--- config.mk ---
export PLATFORM = sky130hd
export DESIGN_NAME = window_stream_tracker
export DESIGN_NICKNAME = d
export VERILOG_FILES = /design/src/rtl/win_track_pkg.sv /design/src/rtl/win_meta_delay.sv /design/src/rtl/window_stream_tracker.sv
export SDC_FILE = /design/constraint.sdc
export NUM_CORES = 1
export LEC_CHECK = 0
export CORE_ASPECT_RATIO = 0.6
export CORE_MARGIN = 5
export CORE_UTILIZATION = 37
export DETAILED_ROUTE_END_ITERATION = 8
export PLACE_DENSITY = 0.66
export SYNTH_ARGS = -nofsm -noshare
export SYNTH_HDL_FRONTEND = slang
export SYNTH_SLANG_ARGS = --single-unit
--- constraint.sdc ---
create_clock -name iclk -period 4.2 [get_ports iclk]
set_clock_uncertainty 0.1 [all_clocks]
set_input_delay 0.84 -clock iclk [delete_from_list [all_inputs] [get_ports iclk]]
set_output_delay 0.84 -clock iclk [all_outputs]
set_load 0.02 [all_outputs]
--- src/rtl/win_track_pkg.sv ---
// Shared types and defaults for window_stream_tracker and its metadata delay pipe.
package win_track_pkg;

   typedef enum logic {
      IDLE   = 1'b0,
      ACTIVE = 1'b1
   } state_t;

   localparam int DEF_IMG_W   = 640;
   localparam int DEF_IMG_H   = 480;
   localparam int DEF_WIN_LAT = 3;

   // Width-independent flags of the raw (stage 0) window metadata; the centre
   // coordinates are carried alongside because their widths are top parameters.
   typedef struct packed {
      logic win_valid;
      logic done;
   } meta_flags_t;

   localparam int META_FLAG_W = $bits(meta_flags_t);

endpackage

--- src/rtl/win_meta_delay.sv ---
// WIDTH x DEPTH shift pipe with synchronous clear; DEPTH=0 is a plain wire.
module win_meta_delay #(
   parameter int WIDTH = 1,
   parameter int DEPTH = 1
) (
   input  logic             clk_i,
   input  logic             rst_i,
   input  logic [WIDTH-1:0] din_i,
   output logic [WIDTH-1:0] dout_o
);

   generate
      if (DEPTH == 0) begin : g_wire
         logic unused_clk_rst;
         assign unused_clk_rst = clk_i ^ rst_i;
         assign dout_o = din_i;
      end else begin : g_pipe
         logic [WIDTH-1:0] pipe_q [DEPTH];

         // Shift metadata one stage per clock; reset flushes every stage.
         always_ff @(posedge clk_i) begin
            if (rst_i) begin
               for (int i = 0; i < DEPTH; i++) pipe_q[i] <= '0;
            end else begin
               pipe_q[0] <= din_i;
               for (int i = 1; i < DEPTH; i++) pipe_q[i] <= pipe_q[i-1];
            end
         end

         assign dout_o = pipe_q[DEPTH-1];
      end
   endgenerate

endmodule

--- src/rtl/window_stream_tracker.sv ---
// Raster position tracker producing 3x3-window-aligned metadata (centre,
// window-valid, frame-done) delayed by WIN_LAT to match the window buffer.
// Optional feature macro: WIN_TRACK_BORDER_EN adds oborder and ozero_win.
module window_stream_tracker
   import win_track_pkg::*;
#(
   parameter int IMG_W   = DEF_IMG_W,
   parameter int IMG_H   = DEF_IMG_H,
   parameter int XW      = 10,
   parameter int YW      = 9,
   parameter int WIN_LAT = DEF_WIN_LAT
) (
   input  logic          iclk,
   input  logic          irst,
   input  logic          ivalid,
   input  logic          isof,
   input  logic [8:0]    idata,
   output logic          owin_valid,
   output logic [XW-1:0] ocenter_x,
   output logic [YW-1:0] ocenter_y,
   output logic          oframe_done,
   output logic          oerr,
   output logic          obusy
`ifdef WIN_TRACK_BORDER_EN
   ,
   output logic          oborder,
   output logic          ozero_win
`endif
);

   localparam logic [XW-1:0] COL_LAST = XW'(IMG_W - 1);
   localparam logic [XW-1:0] COL_BRD  = XW'(IMG_W - 2);
   localparam logic [YW-1:0] ROW_LAST = YW'(IMG_H - 1);
   localparam logic [YW-1:0] ROW_BRD  = YW'(IMG_H - 2);
   localparam logic [XW-1:0] X1       = XW'(1);
   localparam logic [XW-1:0] X2       = XW'(2);
   localparam logic [YW-1:0] Y1       = YW'(1);
   localparam logic [YW-1:0] Y2       = YW'(2);
`ifdef WIN_TRACK_BORDER_EN
   localparam int EXT_W = 2;
`else
   localparam int EXT_W = 0;
`endif
   localparam int META_W = META_FLAG_W + XW + YW + EXT_W;

   state_t        state_q;
   logic [XW-1:0] col_q;
   logic [YW-1:0] row_q;
   logic          err_q;

   logic          acc_p0;
   logic [XW-1:0] pc_p0;
   logic [YW-1:0] pr_p0;
   logic [XW-1:0] cx_p0;
   logic [YW-1:0] cy_p0;
   meta_flags_t   flags_p0;
   meta_flags_t   flags_out;
   logic [META_W-1:0] meta_p0;
   logic [META_W-1:0] meta_out;

   // Stage 0: position of the pixel accepted this cycle and its raw window metadata.
   always_comb begin
      acc_p0             = ivalid & (isof | (state_q == ACTIVE));
      pc_p0              = isof ? '0 : col_q;
      pr_p0              = isof ? '0 : row_q;
      flags_p0.win_valid = acc_p0 & (pc_p0 >= X2) & (pr_p0 >= Y2);
      flags_p0.done      = acc_p0 & (pc_p0 == COL_LAST) & (pr_p0 == ROW_LAST);
      cx_p0              = flags_p0.win_valid ? (pc_p0 - X1) : '0;
      cy_p0              = flags_p0.win_valid ? (pr_p0 - Y1) : '0;
   end

   // Frame FSM with column/row counters and sticky protocol error.
   always_ff @(posedge iclk) begin
      if (irst) begin
         state_q <= IDLE;
         col_q   <= '0;
         row_q   <= '0;
         err_q   <= 1'b0;
      end else begin
         case (state_q)
            IDLE: begin
               if (ivalid && isof) begin
                  state_q <= ACTIVE;
                  col_q   <= X1;
                  row_q   <= '0;
               end else if (ivalid) begin
                  err_q <= 1'b1;
               end
            end
            ACTIVE: begin
               if (!ivalid) begin
                  // A gap desynchronises the free-running window buffer: drop the frame.
                  err_q   <= 1'b1;
                  state_q <= IDLE;
                  col_q   <= '0;
                  row_q   <= '0;
               end else begin
                  if (isof) err_q <= 1'b1;
                  if (flags_p0.done) begin
                     state_q <= IDLE;
                     col_q   <= '0;
                     row_q   <= '0;
                  end else if (pc_p0 == COL_LAST) begin
                     col_q <= '0;
                     row_q <= pr_p0 + Y1;
                  end else begin
                     col_q <= pc_p0 + X1;
                     row_q <= pr_p0;
                  end
               end
            end
            default: state_q <= IDLE;
         endcase
      end
   end

`ifdef WIN_TRACK_BORDER_EN
   logic [(1<<XW)-1:0] zl1_q;
   logic [(1<<XW)-1:0] zl2_q;
   logic [1:0]         colz_q;
   logic               colz_p0;
   logic               border_p0;
   logic               zero_p0;

   // Stage 0: column-zero of the current column and the border/all-zero window flags.
   always_comb begin
      colz_p0   = (idata == '0) & zl1_q[pc_p0] & zl2_q[pc_p0];
      zero_p0   = flags_p0.win_valid & colz_p0 & colz_q[0] & colz_q[1];
      border_p0 = flags_p0.win_valid &
                  ((cx_p0 == X1) | (cx_p0 == COL_BRD) | (cy_p0 == Y1) | (cy_p0 == ROW_BRD));
   end

   // Zero history: per-column flags for the two previous lines, plus the last two column-zeros.
   always_ff @(posedge iclk) begin
      if (acc_p0) begin
         zl1_q[pc_p0] <= (idata == '0);
         zl2_q[pc_p0] <= zl1_q[pc_p0];
         colz_q       <= {colz_q[0], colz_p0};
      end
   end

   assign meta_p0 = {flags_p0, cx_p0, cy_p0, border_p0, zero_p0};
   assign {flags_out, ocenter_x, ocenter_y, oborder, ozero_win} = meta_out;
`else
   logic unused_idata;
   assign unused_idata = ^idata;
   assign meta_p0 = {flags_p0, cx_p0, cy_p0};
   assign {flags_out, ocenter_x, ocenter_y} = meta_out;
`endif

   win_meta_delay #(
      .WIDTH (META_W),
      .DEPTH (WIN_LAT)
   ) u_delay (
      .clk_i  (iclk),
      .rst_i  (irst),
      .din_i  (meta_p0),
      .dout_o (meta_out)
   );

   assign owin_valid  = flags_out.win_valid;
   assign oframe_done = flags_out.done;
   assign oerr        = err_q;
   assign obusy       = (state_q == ACTIVE);

endmodule

**Word-level counts from Yosys, hierarchy flattened**

Memory sizes are Yosys's and may differ from the RTL's.
Cells that the tools add are included.

- $add $sub $neg: 4
- Reduce and logical (&&, ||, !) cells: 2
- Muxes and demuxes: 29
- Bitwise operators: 10
- Order comparisons: 2
- Equal/unequal tests: 6

Operators with widths:

| cell | number |
|---|---|
| $mux W21 | 3 |
| $mux W10 | 6 |
| $mux W9 | 6 |
| $pmux W10 S2 | 1 |
| $pmux W9 S2 | 1 |
| $add A10 B1 Y10 const B | 1 |
| $eq A10 B10 Y1 const B | 1 |
| $ge A10 B2 Y1 const B | 1 |
| $mux W1 | 10 |
| $sub A10 B1 Y10 const B | 1 |
| $add A9 B1 Y9 const B | 1 |
| $eq A9 B9 Y1 const B | 1 |
| $ge A9 B2 Y1 const B | 1 |
| $sub A9 B1 Y9 const B | 1 |
| $ne A2 B2 Y1 const B | 3 |
| $and A1 B1 Y1 | 5 |
| $or A1 B1 Y1 | 4 |
| $pmux W1 S2 | 2 |
| $ne A3 B3 Y1 const B | 1 |
| $reduce_and A3 Y1 | 1 |
| $logic_and A1 B1 Y1 | 1 |
| $not A1 Y1 | 1 |

- Input port bits: 13
- Flip-flop bits (word level): 21
- Output and inout port bits: 23
- Memory bits (writable): 63
- Memories: 1

Memories:

| memory | depth | width | read ports | clocked after Yosys merged registers in | wr ports | line | RTL |
|---|---|---|---|---|---|---|---|
| u_delay.g_pipe.pipe_q | 3 | 21 | 3 | 0 | 3 | win_meta_delay.sv:18 | `logic [WIDTH-1:0] pipe_q [DEPTH];` |

**Logic depth before layout (Yosys ltp)**

Gate-level depths: netlist (run 1).

- Depth in word-level cells: 7
- Gate-level depth with buffers: 12
- Mapped depth without buffers: 9

**Cells and area by module**

A second synthesis (run 1) with hierarchy kept.

- Cell total of the unflattened synthesis: 407
- Area total of the unflattened synthesis: 3,703.6 µm²

Modules (own cells, without submodules):

| module | area each (µm²) | instances | cells each |
|---|---|---|---|
| window_stream_tracker | 1,860.5 | 1 | 254 |
| win_meta_delay | 1,843.0 | 1 | 153 |

**Worst setup path before layout (run 1)**

Ideal clock, no wire load.

- Path type: input to register
- From: in isof
- To: reg col_q[6]
- Cell stages on the path: 12
- Setup slack: 731 ps
- Data arrival time: 3,252 ps
- Library setup time: 117 ps
- Cell sequence: buf_2 > inv_1 > clkbuf_1 > buf_1 > nand2_1 > inv_1 > ha_1 > nand4_2 > nor4_4 > a21oi_2 > a21o_1 > a22o_1

- Longest elaborated chain between the ends: 7

Ends and longest elaborated chain:

| element | line | RTL |
|---|---|---|
| from (decl) | window_stream_tracker.sv:16 | `input logic isof,` |
| branches (longest 7 deep; another with $add A10 B1 Y10) | -- |  |
| to (signal assigned) | window_stream_tracker.sv:107 | `col_q <= pc_p0 + X1;` |
| to (decl) | window_stream_tracker.sv:47 | `logic [XW-1:0] col_q;` |

Several ways; the timed one is not identified.
A chain may end at the register's enable or synchronous reset.

**Worst setup path after layout (run 1)**

Same ends and word-level chain as after synthesis.

==> results of run 1 <==
## final cells by class
| class | instances | area, sq um |
|---|---|---|
| Timing Repair Buffer | 32 | 300 |
| Sequential cell | 84 | 1680 |
| Fill cell | 883 | 5210 |
| Clock inverter | 5 | 61.3 |
| Clock buffer | 11 | 233 |
| Inverter | 11 | 41.3 |
| Tap cell | 130 | 163 |
| Multi-Input combinational cell | 254 | 1540 |
## power by group through the flow
stage	clock (uW)	combinational [uW]	sequential [uW]
final	772	59.1	803
after CTS	791	59.0	803
after global placement	0	58.1	821
after detailed placement	0	58.8	821
after floorplan	0	40.8	819
after global routing	822	65.4	803
## through the flow
stage | util | worst slack [ns] | cell area (sq um) | total power [uW]
floorplan | - | 0.731 | 3510 | 860
global placement | 0.403 | 0.588 | 3720 | 879
detailed placement | 0.403 | 0.490 | 3720 | 880
CTS | 0.435 | 0.823 | 4020 | 1650
global route | 0.435 | 0.559 | 4020 | 1690
finish | 0.435 | 0.774 | 4020 | 1630
## metal layers
layer	part of all wire	global-route usage	vias up
li1	-	-	1321
met4	0.012	0.0485	0
met2	0.40	0.187	104
met3	0.081	0.0545	10
met5	0	0	-
met1	0.51	0.193	1224
## sequential cells by signal, indices dropped and copies added, names as in the netlist
signal	count
col_q	10
row_q	9
obusy	1
u_delay.g_pipe.pipe_q	63
oerr	1
## kinds of logic after synthesis
| logic type | count (synthesis) | synth area share |
|---|---|---|
| simple gates | 167 | 0.270 |
| flops | 84 | 0.479 |
| compound gates | 68 | 0.112 |
| buf+inv | 58 | 0.0841 |
| xor+xnor | 10 | 0.0249 |
| fa+ha+maj | 6 | 0.0214 |
| mux | 3 | 0.00891 |
## cells in the final DEF (no fill, tap or decap), types with 3 or more instances in the layout
master	netlist	layout
dfxtp_1	84	84
nor2b_1	46	46
a21oi_1	31	31
nor2_1	28	28
clkdlybuf4s50_1	0	25
nand2_1	20	20
nor3_1	17	17
nand3_1	17	17
o21ai_0	15	15
inv_1	11	11
clkbuf_16	0	9
xnor2_1	8	8
a31oi_1	6	6
ha_1	6	6
buf_4	19	6
nor4_1	4	4
nand2b_1	4	4
nand4_1	4	4
nand3b_1	3	3
a22oi_1	3	3
clkinvlp_4	0	3
## how the worst min path moves through the flow
stage / start / end / slack, ns / cells after the start
final: u_delay.g_pipe.pipe_q[0][28]$_SDFF_PP0_ / u_delay.g_pipe.pipe_q[0][49]$_SDFF_PP0_ / 0.33 / 1
after global routing: u_delay.g_pipe.pipe_q[0][12]$_SDFF_PP0_ / u_delay.g_pipe.pipe_q[0][33]$_SDFF_PP0_ / 0.35 / 1
after CTS: u_delay.g_pipe.pipe_q[0][28]$_SDFF_PP0_ / u_delay.g_pipe.pipe_q[0][49]$_SDFF_PP0_ / 0.33 / 1
after detailed placement: u_delay.g_pipe.pipe_q[0][28]$_SDFF_PP0_ / u_delay.g_pipe.pipe_q[0][49]$_SDFF_PP0_ / 0.32 / 1
after global placement: u_delay.g_pipe.pipe_q[0][36]$_SDFF_PP0_ / u_delay.g_pipe.pipe_q[0][57]$_SDFF_PP0_ / 0.31 / 1
after floorplan: u_delay.g_pipe.pipe_q[0][0]$_SDFF_PP0_ / u_delay.g_pipe.pipe_q[0][21]$_SDFF_PP0_ / 0.31 / 1
## worst max-delay path, cell delays in order
cell and delay, ns:
clkdlybuf4s50_1 0.53, inv_1 0.23, nand2_1 0.13, inv_1 0.14, ha_1 0.24, nand4_2 0.28, nor4_4 0.58, a21oi_2 0.22
a21o_1 0.20, a22o_1 0.16
==> results.json, run 1 <==
{
  "hpwl_um": 4970,
  "synth.cell_area_sq_um": 3510,
  "clk_pin_slew_ns": 0.06,
  "grt_overflow": 0,
  "outcome": "complete, no violations",
  "core_area_sq_um": 9220,
  "ff2ff_setup_slack_ns": 1.40,
  "drc": 0,
  "ys_seq_area_frac": 0.479,
  "grt_pass1_vias": 2464,
  "wl_per_cell_um": 14.0,
  "maxCapViolations": 0,
  "antenna_found_initial": 0,
  "powerDensity_nw_per_um2": 407,
  "synth.area.top_cells": "dfxtp_1 (48%), nor2b_1 (8.2%), a21oi_1 (4.4%)",
  "n_antenna_cell": 0,
  "finalCriticalPeriod_ns": 3.43,
  "syn_to_final_growth_pct": 14.3,
  "cts_root_buf": "clkbuf_16",
  "switchingPower_uw": 354,
  "die_h_um": 85.5,
  "synth_seq_cells": 84,
  "comb_power_share": 0.036,
  "die_x_um": 136,
  "drt-total-wl_um": 7370,
  "hold_ws_ns": 0.334,
  "avgSynthCellArea_sq_um": 8.87,
  "port_buffers": 26,
  "drv_slew": 0,
  "clock_sinks": 84,
  "crit_path_end_kind": "register",
  "clk_latency_ns": 0.34,
  "antenna_left": 0,
  "synth_common_cells": "dfxtp_1 (84), nor2b_1 (46), a21oi_1 (31)",
  "rows": 27,
  "fin_cells": 527,
  "firstDrtPassIters": 5,
  "power.leakage_uw": 0.00154,
  "track_usage": 0.137,
  "path_class": "in -> reg",
  "clockPowerShare": 0.472,
  "max-vdd-ir-drop_mv": 0.195,
  "reg2reg_to": "col_q[6]$_SDFFE_PP0P_",
  "ys.flop_type": "dfxtp_1",
  "seqPwrFrac": 0.491,
  "tns_ns": 0,
  "syn-num-nets": 415,
  "clock_path_buffers": 2,
  "finalCritPeriodShare": 0.816,
  "syn_inst": 396,
  "synthArstFlopShare": 0,
  "synth_cell_types": 53,
  "die_area_sq_um": 11600,
  "synth_enable_flop_cells": 0,
  "crit_arrival_ns": 3.55,
  "cp_data_required_time_ns": 4.33,
  "grt_max_degree": 67,
  "synth_top_area_cell": "dfxtp_1",
  "start_util": 0.381,
  "dp.cells": 511,
  "cts_setup_buffers": 0,
  "rsz0062_at_grt": "no",
  "routabilityCongestion": 0.900,
  "hold_viol_final": 0,
  "num_vias": 2659,
  "hold_path_class": "reg -> reg",
  "numCtsBuffers": 9,
  "synth_top_area_share": 0.479,
  "maxSlewHeadroom": 0.535,
  "grt_first_pass_wirelength_um": 12400,
  "routed_via_density": 5.05,
  "yosysMostFrequentCell": "dfxtp_1",
  "tritoncts": "built",
  "crit_end": "col_q[6]$_SDFFE_PP0P_",
  "rr_worst_depth": 7,
  "cp-start-kind": "primary input",
  "ys_warn_count": 0,
  "worst_slew_pin_slew_ns": 0.697,
  "finalSetupViolations": 0,
  "r2r-start": "col_q[0]$_SDFFE_PP0P_",
  "crit_start": "isof",
  "drive_gt1_frac": 0.0781,
  "drt_iter0_drc": 239,
  "cts-htree-levels": 3,
  "nets": 411,
  "p_sw_frac": 0.216,
  "intPower_uw": 1280,
  "crit_fanout": 8,
  "io_pins": 36,
  "max_freq_mhz": 292,
  "hold_buffers": 0,
  "cts_resized": 0
}
Power figures use the tool's default switching activity.
==> inputs of run 2 (changes only) <==
--- a/config.mk
+++ b/config.mk
@@ -9,7 +9,7 @@
 export CORE_MARGIN = 5
 export CORE_UTILIZATION = 37
 export DETAILED_ROUTE_END_ITERATION = 8
-export PLACE_DENSITY = 0.66
+export PLACE_DENSITY = 0.68
 export SYNTH_ARGS = -nofsm -noshare
 export SYNTH_HDL_FRONTEND = slang
 export SYNTH_SLANG_ARGS = --single-unit
==> constraint.sdc (replaced) <==
create_clock -name iclk -period 3 [get_ports iclk]
set_clock_uncertainty 0.1 [all_clocks]
set_input_delay 0.6 -clock iclk [delete_from_list [all_inputs] [get_ports iclk]]
set_output_delay 0.6 -clock iclk [all_outputs]
set_load 0.02 [all_outputs]
==> run 2 against run 1 <==
Total power rose by 58%. Via count up 6.1%. Register-to-register slack worse by 0.75 ns. Clock power is 76% higher. Worst setup slack lost 0.36 ns. Sequential share of layout area decreased by 3.4 points. Critical path type unchanged. Cell area rose by 8.7%. Largest cell class unchanged.
==> results.json, run 2 (synthesis gave the netlist of run 1 again) <==
{
  "reg_top3": "u_delay.g_pipe.pipe_q: 63 flops, col_q: 10 flops, row_q: 9 flops",
  "clockPowerShare": 0.527,
  "antenna_found_initial": 0,
  "comb_power_share": 0.038,
  "antenna_left": 0,
  "clk_pin_slew_ns": 0.06,
  "nets": 444,
  "stdcell_area_sq_um": 4370,
  "path_class": "in -> reg",
  "critical_path.top_delay_family": "simple AND/OR/NAND/NOR gates",
  "die_h_um": 85.5,
  "maxSlewHeadroom": 0.632,
  "drv_slew": 0,
  "track_usage": 0.146,
  "worst_slack_ns": 0.417,
  "cts-htree-levels": 3,
  "n_antenna_cell": 0,
  "core_area_sq_um": 9220,
  "intPower_uw": 2080,
  "routed_via_density": 5.04,
  "slowest_delay_ns": 0.40,
  "cts_root_buf": "clkbuf_16",
  "finalCritPeriodShare": 0.861,
  "final_cell_mix": "dfxtp_1 (84), nor2b_1 (46), buf_4 (39)",
  "cp_common_cell": "buf_4",
  "finalCriticalPeriod_ns": 2.58,
  "outcome": "complete, no violations",
  "grt_pass1_vias": 2678,
  "dpl_cell_area_sq_um": 3950,
  "hold_viol_final": 0,
  "hold_path_class": "reg -> reg",
  "maxCapViolations": 0,
  "die_area_sq_um": 11600,
  "routabilityCongestion": 0.911,
  "path_buf_inv": 5,
  "dpl_worst_slack_ns": -0.279,
  "top_register": "u_delay.g_pipe.pipe_q",
  "syn_to_final_growth_pct": 24.3,
  "crit_path_end_kind": "register",
  "drt_iter0_drc": 262,
  "num_vias": 2820,
  "clock_sinks": 84,
  "die_x_um": 136,
  "crit_arrival_ns": 2.77,
  "numCtsBuffers": 9,
  "max-vdd-ir-drop_mv": 0.329,
  "hpwl_um": 5510,
  "io_pins": 36,
  "grt_first_pass_wirelength_um": 13300,
  "switchingPower_uw": 497,
  "drt-total-wl_um": 7860,
  "wl_per_cell_um": 14.0,
  "power.leakage_uw": 0.00176,
  "firstDrtPassIters": 6,
  "grt_overflow": 0,
  "rows": 27,
  "grt_max_degree": 37,
  "seqPwrFrac": 0.435,
  "final_common_cell": "dfxtp_1",
  "largest_reg_flops": 63,
  "rsz0062_at_grt": "no",
  "port_buffers": 26,
  "p_sw_frac": 0.193,
  "powerDensity_nw_per_um2": 590,
  "cp-start-kind": "primary input",
  "clk_latency_ns": 0.34,
  "crit_fanout": 5,
  "finalSetupViolations": 0,
  "slowest_stage": "or4_1",
  "max_freq_mhz": 387,
  "drc": 0,
  "worst_slew_pin_slew_ns": 0.551,
  "start_util": 0.381,
  "tritoncts": "built",
  "drive_gt1_frac": 0.156,
  "clock_path_buffers": 2,
  "cp_data_required_time_ns": 3.18,
  "worstPathCellList": "dlymetal6s2s_1 > inv_2 > nand2_1 > inv_1 > ha_1 > nand4_4 > buf_4 > nor4_4 > buf_4 > nand2_2 > or4_1 > nand3_1"
}
## run 2: path summary, 6_finish.rpt
| check | startpoint | end | slack [ns] | cells after the start |
|---|---|---|---|---|
| min reg2reg | u_delay.g_pipe.pipe_q[0][33]$_SDFF_PP0_ | u_delay.g_pipe.pipe_q[0][54]$_SDFF_PP0_ | 0.33 | 1 |
| max reg2reg | col_q[0]$_SDFFE_PP0P_ | row_q[6]$_SDFFE_PP0P_ | 0.65 | 9 |
| min | u_delay.g_pipe.pipe_q[0][33]$_SDFF_PP0_ | u_delay.g_pipe.pipe_q[0][54]$_SDFF_PP0_ | 0.33 | 1 |
| max | isof | row_q[6]$_SDFFE_PP0P_ | 0.42 | 12 |
## run 2: stage by stage
| stage | total power [uW] | TNS [ns] | util | std cells | hold slack, ns |
|---|---|---|---|---|---|
| 2_1_floorplan | 1200 | 0 | - | 396 | 0.314 |
| 3_3_place_gp | 1240 | -2.29 | 0.429 | 542 | 0.315 |
| 3_5_place_dp | 1240 | -3.14 | 0.429 | 542 | 0.321 |
| 4_1_cts | 2610 | 0 | 0.469 | 558 | 0.336 |
| 5_1_grt | 2680 | 0 | 0.473 | 560 | 0.357 |
| 6_report | 2580 | 0 | 0.473 | 560 | 0.331 |
## run 2: layer usage
layer | up-vias | part of all wire | track usage | wire length [um]
met4 | 0 | 0.014 | 0.0421 | 111
li1 | 1376 | - | - | -
met3 | 14 | 0.086 | 0.0527 | 673
met5 | - | 0 | 0 | 0
met2 | 109 | 0.43 | 0.215 | 3350
met1 | 1321 | 0.47 | 0.200 | 3720
## run 2: final cells by class
cell class	count	area, sq um
Timing Repair Buffer	65	551
Multi-Input combinational cell	254	1560
Tap cell	130	163
Clock inverter	5	131
Sequential cell	84	1680
Fill cell	872	4860
Clock buffer	11	243
Inverter	11	41.3
## run 2: what timing repair did
item	4_1_cts	5_1_grt
hold buffers	0	0
endpoints found under the hold margin	0	0
endpoints found under the setup margin	0	11
buffers inserted	0	2
resized for setup	0	5
## run 2: power groups by stage
stage                     sequential [uW]  combinational (uW)  clock, uW
after floorplan                      1150                57.5          0
after global placement               1150                93.8          0
after detailed placement             1150                95.4          0
after CTS                            1120                96.1       1390
after global routing                 1120                 107       1450
final                                1120                98.1       1360
==> inputs of run 3 (changes only) <==
--- a/config.mk
+++ b/config.mk
@@ -9,6 +9,7 @@
 export CORE_MARGIN = 5
 export CORE_UTILIZATION = 37
 export DETAILED_ROUTE_END_ITERATION = 8
+export GPL_ROUTABILITY_DRIVEN = 0
 export PLACE_DENSITY = 0.68
 export SYNTH_ARGS = -nofsm -noshare
 export SYNTH_HDL_FRONTEND = slang
==> run 3 against run 2 <==
Critical path type unchanged. Global-route usage fell by 0.17 points. Worst hold slack improved by 0.00092 ns. Critical endpoint unchanged. Critical path depth unchanged.
==> results.json, run 3 (synthesis gave the netlist of run 1 again) <==
{
  "wl_met1_um": 3840,
  "fin_util": 0.462,
  "hold_viol_final": 0,
  "port_buffers": 26,
  "final_common_cell": "dfxtp_1",
  "dr_wl_met2_um": 3150,
  "crit_arrival_ns": 3.05,
  "clock_sinks": 84,
  "power.leakage_uw": 0.00170,
  "max-vdd-ir-drop_mv": 0.337,
  "path_buf_inv": 5,
  "routed_via_density": 4.98,
  "grt_overflow": 0,
  "grt_first_pass_wirelength_um": 13100,
  "nets": 440,
  "fill_cells": 886,
  "path_class": "in -> reg",
  "clock_path_buffers": 2,
  "cp_common_cell": "buf_4",
  "rsz0062_at_grt": "no",
  "maxCapViolations": 0,
  "crit_path_end_kind": "register",
  "grt_pass1_vias": 2645,
  "cts-htree-levels": 3,
  "antenna_left": 0,
  "powerDensity_nw_per_um2": 553,
  "core_area_sq_um": 9220,
  "die_area_sq_um": 11600,
  "worst_slew_pin_slew_ns": 0.564,
  "drive_gt1_frac": 0.141,
  "worstPathCellList": "clkdlybuf4s50_1 > inv_2 > nand2_1 > inv_1 > ha_1 > nand4_4 > buf_4 > nor4_4 > buf_4 > nand2_2 > or4_1 > nand3_1",
  "drv_slew": 0,
  "final_cell_mix": "dfxtp_1 (84), nor2b_1 (46), buf_4 (35)",
  "start_util": 0.381,
  "maxSlewHeadroom": 0.621,
  "drc": 0,
  "slowest_stage": "clkdlybuf4s50_1",
  "largest_reg_flops": 63,
  "p_total_uw": 2360,
  "finalCriticalPeriod_ns": 2.87,
  "antenna_found_initial": 0,
  "cp_data_required_time_ns": 3.18,
  "hold_path_class": "reg -> reg",
  "clk_pin_slew_ns": 0.06,
  "reg_top3": "u_delay.g_pipe.pipe_q: 63 flops, col_q: 10 flops, row_q: 9 flops",
  "cp-start-kind": "primary input",
  "outcome": "complete, no violations",
  "hpwl_um": 5310,
  "cts_root_buf": "clkbuf_16",
  "numCtsBuffers": 9,
  "clk_latency_ns": 0.34,
  "tns_ns": 0,
  "n_antenna_cell": 0,
  "critical_path.top_delay_family": "buffers and inverters",
  "tritoncts": "built",
  "wl_per_cell_um": 13.9,
  "firstDrtPassIters": 5,
  "num_vias": 2769,
  "dr_wl_met3_um": 656,
  "fin_cells": 556,
  "finalSetupViolations": 0,
  "io_pins": 36,
  "max_freq_mhz": 348,
  "rows": 27,
  "die_x_um": 136,
  "drt_iter0_drc": 268,
  "hold_buffers": 0,
  "syn_to_final_growth_pct": 21.4,
  "finalCritPeriodShare": 0.957,
  "top_register": "u_delay.g_pipe.pipe_q",
  "drt-total-wl_um": 7720,
  "grt_max_degree": 36,
  "slowest_delay_ns": 0.53,
  "highest_layer": "met4",
  "die_h_um": 85.5,
  "crit_fanout": 4,
  "track_usage": 0.144,
  "dp.cells": 538
}
## run 3: worst paths after layout
check | endpoint | from | depth (start not counted) | slack (ns)
max | row_q[6]$_SDFFE_PP0P_ | isof | 12 | 0.13
min reg2reg | u_delay.g_pipe.pipe_q[0][36]$_SDFF_PP0_ | u_delay.g_pipe.pipe_q[0][15]$_SDFF_PP0_ | 1 | 0.33
min | u_delay.g_pipe.pipe_q[0][36]$_SDFF_PP0_ | u_delay.g_pipe.pipe_q[0][15]$_SDFF_PP0_ | 1 | 0.33
max reg2reg | row_q[6]$_SDFFE_PP0P_ | col_q[1]$_SDFFE_PP0P_ | 10 | 0.52
## run 3: worst register-to-register path, delay by kind of cell, from the launching register on
family / cells / cell delay [ns]
fa+ha+maj: 1 / 0.21
buf+inv: 3 / 0.49
flops: 1 / 0.52
simple gates: 6 / 1.12
## run 3: what timing repair did
action | in CTS | in global routing
buffers inserted | 0 | 2
endpoints found under the setup margin | 0 | 8
gates resized for setup | 0 | 3
## run 3: area by class of cell
type	count	area, sq um	area share
multi-input combinational	254	1550	0.364
clock inverter	4	73.8	0.0173
timing repair buffer	61	518	0.121
clock buffer	12	236	0.0554
inverter	11	41.3	0.00968
tap	130	163	0.0381
sequential	84	1680	0.394
## run 3: routing by layer
layer	track usage	up-vias
met5	0	-
met4	0.0476	0
met3	0.0563	12
met2	0.201	111
met1	0.202	1272
li1	-	1374
## run 3: stage by stage
stage | worst slack, ns | instance area, sq um | hold slack (ns)
6_report | 0.129 | 4270 | 0.331
5_1_grt | 0.0248 | 4270 | 0.347
3_5_place_dp | -0.212 | 3920 | 0.321
3_3_place_gp | -0.189 | 3920 | 0.316
4_1_cts | 0.131 | 4230 | 0.333
2_1_floorplan | 0.0374 | 3510 | 0.314
## run 3: report_power, final
part	internal (uW)	switching (uW)
clock	729	411
sequential	1120	4.35
combinational	35.6	60.1
==> patch: new RTL, config.mk and constraints of run 1 <==
Change the parameter `YW` from 9 to 18.
--- a/src/rtl/window_stream_tracker.sv
+++ b/src/rtl/window_stream_tracker.sv
@@ -7,7 +7,7 @@
    parameter int IMG_W   = DEF_IMG_W,
    parameter int IMG_H   = DEF_IMG_H,
    parameter int XW      = 10,
-   parameter int YW      = 9,
+   parameter int YW      = 18,
    parameter int WIN_LAT = DEF_WIN_LAT
 ) (
    input  logic          iclk,
Ports: changed (resized ocenter_y); port bits go from 36 to 45. The function was not compared with the original's and may differ.
==> patch against run 1 <==
- final area rose by 48%
- worst setup slack better by 0.050 ns
- sequential cell count rose by 36
- largest cell class unchanged
- critical path depth up 1
- routed wire length is 62% higher
- synthesized cell count grew 40%
- clock power up 87%
- total power increased by 62%
- sequential power increased by 42%
- synthesized area grew 44%
==> patch: results (changes against run 1) <==
| Metric | Value |
|---|---|
| Largest delay contributor family on the critical path | simple AND/OR/NAND/NOR gates |
| Pins Over Slew Limit | 0 (unchanged) |
| Peak VDD IR | 0.244 mV (+25%) |
| Minimum clock period | 3.38 ns (-0.0502 ns) |
| Syn_area_per_cell | 9.12 sq um (+2.9%) |
| Worst R2R Setup Slack | 1.52 ns (+0.12 ns) |
| Finished Layout Cells | 751 (+43%) |
| Worst-margin pin slew | 0.760 ns (+0.0633 ns) |
| Post-synth cell types | 61 (+15%) |
| WL/cell | 15.9 microns (+14%) |
| First-pass GRT wire length | 19800 microns (+60%) |
| Routability cong. | 0.903 (+0.40%) |
| Hold Path End | u_delay.g_pipe.pipe_q[0][52] |
| Status | completed |
| Post-synthesis sequential area ratio | 47.4% (-0.52 points) |
| RR Endpoint | u_delay.g_pipe.pipe_q[0][1] |
| Area after DPL | 5350 sq um (+44%) |
| Last element of the critical path | col_q[5] |
| Pin count of the biggest net entering global routing | 42 (-37%) |
| Port bufs | 35 (+35%) |
| Clk pin slew, worst setup/hold paths | 0.06 ns (about the same) |
| Fillers | 1326 (+50%) |
| Num CTS Buffers | 17 (+8) |
| Synthesis warning total | 0 (unchanged) |
| CP max-delay cell | nor4_2 |
| First DRT Iteration DRCs | 373 (+56%) |
| FFs w/ async S/R, synth | 0% (unchanged) |
| Layout Nets | 582 (+42%) |
| Worst R2R Path Depth | 6 (-1) |
| Place WS | 0.447 ns (-0.0426 ns) |
| Largest fanout on the critical path | 6 (-2) |
| Layout cells sized above 1 | 9.20% (+1.4 points) |
| Slowest stage delay, CP | 0.60 ns (+0.02 ns) |
| Vias in the first global route | 3796 (+54%) |
| R2r startpoint | row_q[7] |
| Largest regs | u_delay.g_pipe.pipe_q x90, row_q x18, col_q x10 |
| Clock latency on the worst-skew pair | 0.41 ns (+0.07 ns) |
| Placed insts | 719 (+41%) |
| Top cells by area, synth | dfxtp_1 (47%), nor2b_1 (8.4%), buf_4 (4.6%), nand2_1 (3.0%), a21oi_1 (3.0%) |
| Leakage | 2.32 nW (+51%) |
| Initial antenna violation count | 0 (unchanged) |
| Critical Path AT | 3.57 ns (+0.02 ns) |
| Post-CTS Resized | 0 (unchanged) |
| HP Class | register to register |
| DR vias | 3991 (+50%) |
| Total track usage | 15.5% (+1.8 points) |
| DP Wirelength | 8080 microns (+63%) |
| Hold Startpoint | u_delay.g_pipe.pipe_q[0][22] |
| H-tree depth | 4 (+1) |
| Synth cell count leaders | dfxtp_1 (120), nor2b_1 (68), nand2_1 (41) |
| Final instance area | 5940 sq um (+48%) |
| WHS | 0.333 ns (-0.00141 ns) |
| Number of antenna diodes | 0 (unchanged) |
==> patch: cell types whose count changed in the layout (fill, tap and decap cells not counted), moves of 4 or more <==
cell and change:
buf_4 +7, nor3_1 -5, nor2_1 +12, clkinv_4 +6
clkbuf_16 +8, o21ai_0 +11, a32o_1 +4, xor2_1 +6
nand4_1 +6, nor2b_1 +22, clkdlybuf4s50_1 +9, dfxtp_1 +36
nand2_1 +21, o41ai_1 +4
==> patch: per-layer routing <==
| metal | routed length (microns) | GRT usage, % |
|---|---|---|
| met4 | 124 | 4.98 |
| met1 | 6090 | 22.7 |
| met3 | 954 | 4.94 |
| met5 | 0 | 0 |
| met2 | 4760 | 21.4 |
==> patch: area by class of cell <==
| class | count | share of cell area (%) |
|---|---|---|
| inverter | 13 | 0.821 |
| clock buffer | 19 | 7.46 |
| multi-input combinational | 362 | 37.4 |
| sequential | 120 | 40.4 |
| timing repair buffer | 49 | 7.79 |
| clock inverter | 13 | 2.44 |
| tap | 175 | 3.69 |
==> patch: cells by family (layout without fill, tap and decap cells) <==
family,count (synthesis),count (layout),synth area share [%]
XOR/XNOR,18,18,3.11
adder cells (fa/ha/maj),6,6,1.48
multiplexers,2,2,0.395
buffers and inverters,74,94,8.88
AO/OA/AOI/OAI,100,100,12.5
flip-flops,120,120,47.4
AND/OR/NAND/NOR,236,236,26.2
==> patch: power breakdown <==
part | internal, mW | switching [mW] | leakage (nW)
Clock | 0.894 | 0.542 | 0.292
Sequential | 1.14 | 0.00354 | 0.967
Combinational | 0.0218 | 0.0477 | 1.06
Total | 2.06 | 0.593 | 2.32
